File: src/rtl/register_file_pkg.sv
// Shared core constants: register-file geometry defaults and write-back opcode/fcode values.
package register_file_pkg;

  localparam int DEF_DATA_W  = 32;
  localparam int DEF_ADDR_W  = 5;
  localparam int DEF_RA_ADDR = 31;

  typedef logic [5:0] opcode_t;
  typedef logic [5:0] fcode_t;

  // Instructions whose results are committed through the write-back port
  localparam opcode_t OP_RTYPE = 6'h00;
  localparam opcode_t OP_JAL   = 6'h03;
  localparam opcode_t OP_ADDI  = 6'h08;
  localparam opcode_t OP_LW    = 6'h23;

  localparam fcode_t FC_JALR = 6'h09;
  localparam fcode_t FC_ADD  = 6'h20;
  localparam fcode_t FC_SUB  = 6'h22;
  localparam fcode_t FC_AND  = 6'h24;
  localparam fcode_t FC_OR   = 6'h25;

endpackage

File: src/rtl/rf_bypass.sv
// Write-through bypass for one read port: forwards the in-flight write-back
// data when it targets the register being read.
module rf_bypass #(
  parameter int DATA_W = 32,
  parameter int ADDR_W = 5
) (
  input  logic [ADDR_W-1:0] i_rdAddr,
  input  logic [DATA_W-1:0] i_rdData,
  input  logic              i_wrEn,
  input  logic [ADDR_W-1:0] i_wrAddr,
  input  logic [DATA_W-1:0] i_wrData,
  output logic [DATA_W-1:0] o_data
);

  logic w_hit;

  assign w_hit  = i_wrEn && (i_wrAddr == i_rdAddr);
  assign o_data = w_hit ? i_wrData : i_rdData;

endmodule

File: src/rtl/register_file.sv
// Two-read/one-write register file with write-through bypass, return-address tap,
// one-cycle debug read port and a committed-write counter.
module register_file
  import register_file_pkg::*;
#(
  parameter int DATA_W  = DEF_DATA_W,
  parameter int ADDR_W  = DEF_ADDR_W,
  parameter int RA_ADDR = DEF_RA_ADDR
) (
  input  logic              clk,
  input  logic              rst,
  input  logic              RegWrite,
  input  logic [ADDR_W-1:0] wrAddr,
  input  logic [DATA_W-1:0] wrData,
  input  logic [ADDR_W-1:0] rsAddr,
  input  logic [ADDR_W-1:0] rtAddr,
  output logic [DATA_W-1:0] rsData,
  output logic [DATA_W-1:0] rtData,
  output logic [DATA_W-1:0] raData,
  input  logic              dbgReq,
  input  logic [ADDR_W-1:0] dbgAddr,
  output logic [DATA_W-1:0] dbgData,
  output logic              dbgValid,
  output logic [31:0]       wrCount
);

  localparam int NREGS = 1 << ADDR_W;
  localparam logic [ADDR_W-1:0] RA_IDX = ADDR_W'(RA_ADDR);

  logic [DATA_W-1:0] r_regs [NREGS];
  logic [31:0]       r_wrCount;
  logic [DATA_W-1:0] r_dbgData;
  logic              r_dbgValid;
  logic [DATA_W-1:0] w_dbgPost;

  always_ff @(posedge clk or posedge rst) begin
    if (rst) begin
      for (int i = 0; i < NREGS; i++) begin
        r_regs[i] <= '0;
      end
    end else if (RegWrite) begin
      r_regs[wrAddr] <= wrData;
    end
  end

  always_ff @(posedge clk or posedge rst) begin
    if (rst) begin
      r_wrCount <= '0;
    end else if (RegWrite) begin
      r_wrCount <= r_wrCount + 32'd1;
    end
  end

  // Debug capture sees the value the register holds after this edge's write
  assign w_dbgPost = (RegWrite && (wrAddr == dbgAddr)) ? wrData : r_regs[dbgAddr];

  always_ff @(posedge clk or posedge rst) begin
    if (rst) begin
      r_dbgData  <= '0;
      r_dbgValid <= 1'b0;
    end else begin
      r_dbgValid <= dbgReq;
      if (dbgReq) begin
        r_dbgData <= w_dbgPost;
      end
    end
  end

  rf_bypass #(.DATA_W(DATA_W), .ADDR_W(ADDR_W)) u_bypassRs (
    .i_rdAddr (rsAddr),
    .i_rdData (r_regs[rsAddr]),
    .i_wrEn   (RegWrite),
    .i_wrAddr (wrAddr),
    .i_wrData (wrData),
    .o_data   (rsData)
  );

  rf_bypass #(.DATA_W(DATA_W), .ADDR_W(ADDR_W)) u_bypassRt (
    .i_rdAddr (rtAddr),
    .i_rdData (r_regs[rtAddr]),
    .i_wrEn   (RegWrite),
    .i_wrAddr (wrAddr),
    .i_wrData (wrData),
    .o_data   (rtData)
  );

  rf_bypass #(.DATA_W(DATA_W), .ADDR_W(ADDR_W)) u_bypassRa (
    .i_rdAddr (RA_IDX),
    .i_rdData (r_regs[RA_IDX]),
    .i_wrEn   (RegWrite),
    .i_wrAddr (wrAddr),
    .i_wrData (wrData),
    .o_data   (raData)
  );

  assign wrCount  = r_wrCount;
  assign dbgData  = r_dbgData;
  assign dbgValid = r_dbgValid;

endmodule

File: config.mk
export PLATFORM = sky130hd
export DESIGN_NAME = register_file
export DESIGN_NICKNAME = d
export VERILOG_FILES = /design/src/rtl/register_file_pkg.sv /design/src/rtl/rf_bypass.sv /design/src/rtl/register_file.sv
export SDC_FILE = /design/constraint.sdc
export NUM_CORES = 2
export LEC_CHECK = 0
export CAP_MARGIN = 10
export CORE_MARGIN = 10
export CORE_UTILIZATION = 55
export CTS_CLUSTER_DIAMETER = 100
export DETAILED_ROUTE_END_ITERATION = 10
export GPL_ROUTABILITY_DRIVEN = 1
export HOLD_SLACK_MARGIN = 0.05
export PLACE_DENSITY_LB_ADDON = 0.2
export SLEW_MARGIN = 10
export SYNTH_ARGS = -nofsm -noshare
export SYNTH_HDL_FRONTEND = slang
export SYNTH_HIERARCHICAL = 1
export SYNTH_SLANG_ARGS = --single-unit
File: constraint.sdc
create_clock -name clk -period 44 [get_ports clk]
set_clock_uncertainty 0.15 [all_clocks]
set_input_delay 8.8 -clock clk [delete_from_list [all_inputs] [get_ports clk]]
set_output_delay 8.8 -clock clk [all_outputs]
set_load 0.01 [all_outputs]
After elaboration in Yosys (flattened, before gate mapping)

Index checks and enable logic that the tools add are counted.

Bits in registers: 1089
Output and inout bits: 161

$add $sub $neg: 1
$lt $le $gt $ge: 5
Equal/unequal tests: 4
Multiplexer cells: 16
Bitwise operators: 4
Reduce and logical (&&, ||, !) cells: 5

Operator list:

| kind                  | number |
|---|---|
| $bwmux 1024           | 1 |
| $bmux 32 s5           | 3 |
| $mux 32               | 11 |
| $demux 32 s5          | 1 |
| $add 32x1->32 const B | 1 |
| $ge 6x6->1 const B    | 4 |
| $not 5->6             | 4 |
| $eq 5x5->1            | 3 |
| $lt 6x1->1 const B    | 1 |
| $eq 5x5->1 const B    | 1 |
| $logic_and 1x1->1     | 5 |

Longest topological paths before layout

Depth in word-level cells: 6
Gate-level depth with buffers: 11
Depth with buffers taken out: 6

By module

Netlist, hierarchy kept.

Modules (own cells, without submodules):

| module        | instances | cells an instance | area each (um^2) | sequential area each (um^2) |
|---|---|---|---|---|
| register_file | 1         | 4060              | 64996.1          | 27251.1 |
| rf_bypass     | 3         | 43                | 600.6            | 0.0 |

Least setup slack after synthesis

Ideal clock, no wire load.

Path type: in2out
Start: in rsAddr[0]
End: out rsData[30]
Arrival time: 11.051 ns
Required time: 35.050 ns
Setup slack: 23.999 ns
Cell stages on the path: 7
Cell sequence: clkbuf_1 -> clkbuf_1 -> buf_1 -> mux4_2 -> mux4_2 -> mux2_2 -> mux2_4

Word-level cells in the longest chain between the ends: 5
Elaborated cells on any way between the ends: 7
Those cells by class: eq/ne: 1; mux: 4; bitwise: 1; reduce/logical: 1

Ends and longest elaborated chain:

| what                                        | RTL line            | text |
|---|---|---|
| from (decl)                                 | register_file.sv:15 | `input logic [ADDR_W-1:0] rsAddr,` |
| $not 5->6 (not written as such)             | register_file.sv:71 | `.i_rdData (r_regs[rsAddr]),` |
| $bmux 32 s5                                 | register_file.sv:71 |  |
| $mux 32 (not written as such) (2 in series) | register_file.sv:71 |  |
| $mux 32 *                                   | rf_bypass.sv:18     | `assign o_data = w_hit ? i_wrData : i_rdData;` |
| to (decl)                                   | register_file.sv:17 | `output logic [DATA_W-1:0] rsData,` |

Every way passes the cells marked *; elsewhere a longest branch is shown, timed or not. The select of a mux whose other input is x is not followed.

Worst setup path after layout

Start: in rsAddr[1]
End: out rsData[14]

Same word-level chain as after synthesis.

==> impl_metrics.toml <==
[run_status]
status = "complete, no violations"

[sta]
timing.final.crit_period_ns = 23.28
slew_headroom_pct = 11.3
slew_violations = 0
fin_crit_sh_pct = 52.9
rsz0062_at_grt = "false"
setup_violations = 0
tightestPinTransition_ns = 1.33
fmax_mhz = 43.0
finalHoldViolations = 0
tns_ns = 0

[clock_tree]
cts_buffers = 116
cts-root-buf = "clkbuf_16"
post-cts-setup-buffers = 0
cts_tree = "yes"
clk_pin_slew_ns = 0.06
clockBufferDepth = 3
clkSinkCount = 1089
cts_resized = 0
cts_hold_buf = 0
insertion_delay_ns = 0.74
htree_levels = 3

[logic_synthesis]
ys_ff_latch = 1089
synth.distinct_cells = 53
synth_edf_count = 0
yosysWarnings = 6
synth_top_area_share_pct = 40.8
syn_avg_cell_area_um2 = 15.9
syn_inst = 4189
synth_top_cell_by_area = "dfrtp_1"
synth_area_leaders = "dfrtp_1 41%, mux4_2 29%, mux2_2 18%"
netlist_area_um2 = 66800
synth_top_flop_cell = "dfrtp_1"
synth-seq-area-share_pct = 40.8
async_flop_share_pct = 100

[route]
vias = 43600
avgViaCountPerCell = 7.41
avgRoutedWirePerCell_um = 36.9
ant_nets = 0
drc = 0
first_pass_iters = 6
drt_iter0_markers = 5491
drt_wl_total_mm = 217

[grt]
grt_pass1_wl_mm = 318
grt_pass1_vias = 44200
busiest_layer = "met2"
overflow = 0
met2_usage_pct = 47.9
track_usage_pct = 31.9
grt.met3_usage_pct = 8.07
use_met1_pct = 44.0
antenna_found_initial = 1
grt_max_degree = 163

[worst_setup_path]
cp_common_cell = "buf_4"
startpoint_type = "primary input"
r2r_start = "wrCount[0]$_DFFE_PP0P_"
worst_ep_arrival_time_ns = 14.33
cp_max_fo = 85
reg2reg_slack_ns = 41.27
cpPeakStageDelay_ns = 0.93
required_ns = 35.05
path_cells = "buf_8 -> buf_4 -> buf_4 -> buf_4 -> mux4_2 -> mux4_2 -> mux2_2 -> mux2_4 -> clkdlybuf4s50_1"
r2r_end = "wrCount[30]$_DFFE_PP0P_"
crit_type = "primary input to output port"
crit_slowest_cell = "buf_4"
cp-end-kind = "output port"
r2r_cells = 6

[pwr]
p_per_area_nw_per_um2 = 44.7
p_leak_nw = 30.6
peakVddDrop_mv = 0.0353

[finish]
final_cell_mix = "1095 x mux2_2, 1089 x dfrtp_1, 872 x mux4_2"
nNetsFinal = 4229
area_growth_pct = 10.8
n_antenna_cell = 0
final_cells = 5880
final_util_pct = 61.5
final_common_cell = "mux2_2"
drive_above_1_share_pct = 57.0

[placement]
port_buffers = 216
post-dp-hpwl_mm = 120
gp_congestion = 0.830
dp_cells = 5666

[flow_run]
maxCapViolations = 0

[floorplan]
core.rowCount = 127
die_area_um2 = 136000
ioPinCount = 217
initial_core_util_pct = 55.5
die_w_um = 368
die_height_um = 368
core_area_um2 = 120000

[min_path]
min_delay_path_depth = 1
hold_path.class = "flip-flop to flip-flop"
min_to = "wrCount[31]$_DFFE_PP0P_"
hold_start = "wrCount[31]$_DFFE_PP0P_"
[worst max path at each step]
stage	from	endpoint
6_report	rsAddr[1]	rsData[14]
2_1_floorplan	rst	dbgData[0]$_DFFE_PP0P_
5_1_grt	rtAddr[0]	rtData[24]
4_1_cts	rtAddr[0]	rtData[20]
3_3_place_gp	rtAddr[0]	rtData[20]
3_5_place_dp	rtAddr[0]	rtData[20]
[synthesized netlist by cell type (17+ instances only)]
| cell | n |
|---|---|
| mux2_2 | 1095 |
| dfrtp_1 | 1089 |
| mux4_2 | 872 |
| clkbuf_1 | 267 |
| mux2i_1 | 116 |
| mux2_4 | 90 |
| buf_2 | 79 |
| nand2_1 | 79 |
| buf_1 | 74 |
| a21oi_1 | 43 |
| nor2_1 | 35 |
| a221oi_1 | 33 |
| a22oi_1 | 29 |
| xnor2_1 | 28 |
| xor2_1 | 23 |
| nand3_1 | 21 |
| o21ai_0 | 21 |
| buf_6 | 17 |
[routing by layer]
metal  share of wire, %  up-vias
li1                   -    16800
met1                 39    23600
met2                 46     2576
met3                 11      553
met4                5.0        0
met5                  0        -
[critical path, delay by kind of cell]
| kind | cells | cell delay (ns) |
|---|---|---|
| buf+inv | 5 | 3.70 |
| mux | 4 | 1.52 |
[registers in the layout, summed over array words and instances, names as in the netlist]
signal    count
r_regs     1024
dbgData      32
wrCount      32
dbgValid      1
[area by class of cell]
type,instances,area [um2]
sequential,1089,27300
timing repair buffer,321,3000
tap,1612,2020
inverter,10,47.5
clock inverter,52,722
fill,8983,46300
clock buffer,162,3360
multi-input combinational,2634,37600
[power by group]
group	internal (W)	switching (W)
combinational	0.000556	0.000314
sequential	0.00120	0.000196
clock	0.000614	0.000434
[cells by family after synthesis]
family / after synthesis / share of synthesized area (%)
compound gates: 188 / 2.00
xor+xnor: 51 / 0.669
fa+ha+maj: 1 / 0.0187
buf+inv: 470 / 3.31
flops: 1089 / 40.8
mux: 2173 / 51.6
other cells: 1 / 0.00561
simple gates: 216 / 1.58
[per-stage QoR]
stage / instance area, um2 / worst slack, ns / hold WS [ns] / total power, W
global placement: 69900 / 20.71 / 0.307 / 0.00224
detailed placement: 69900 / 20.70 / 0.318 / 0.00227
global route: 74000 / 20.39 / 0.339 / 0.00344
floorplan: 66800 / 4.39 / 0.354 / 0.00199
finish: 74000 / 20.72 / 0.323 / 0.00331
CTS: 74000 / 20.69 / 0.327 / 0.00331
Power figures use the tool's default switching activity.
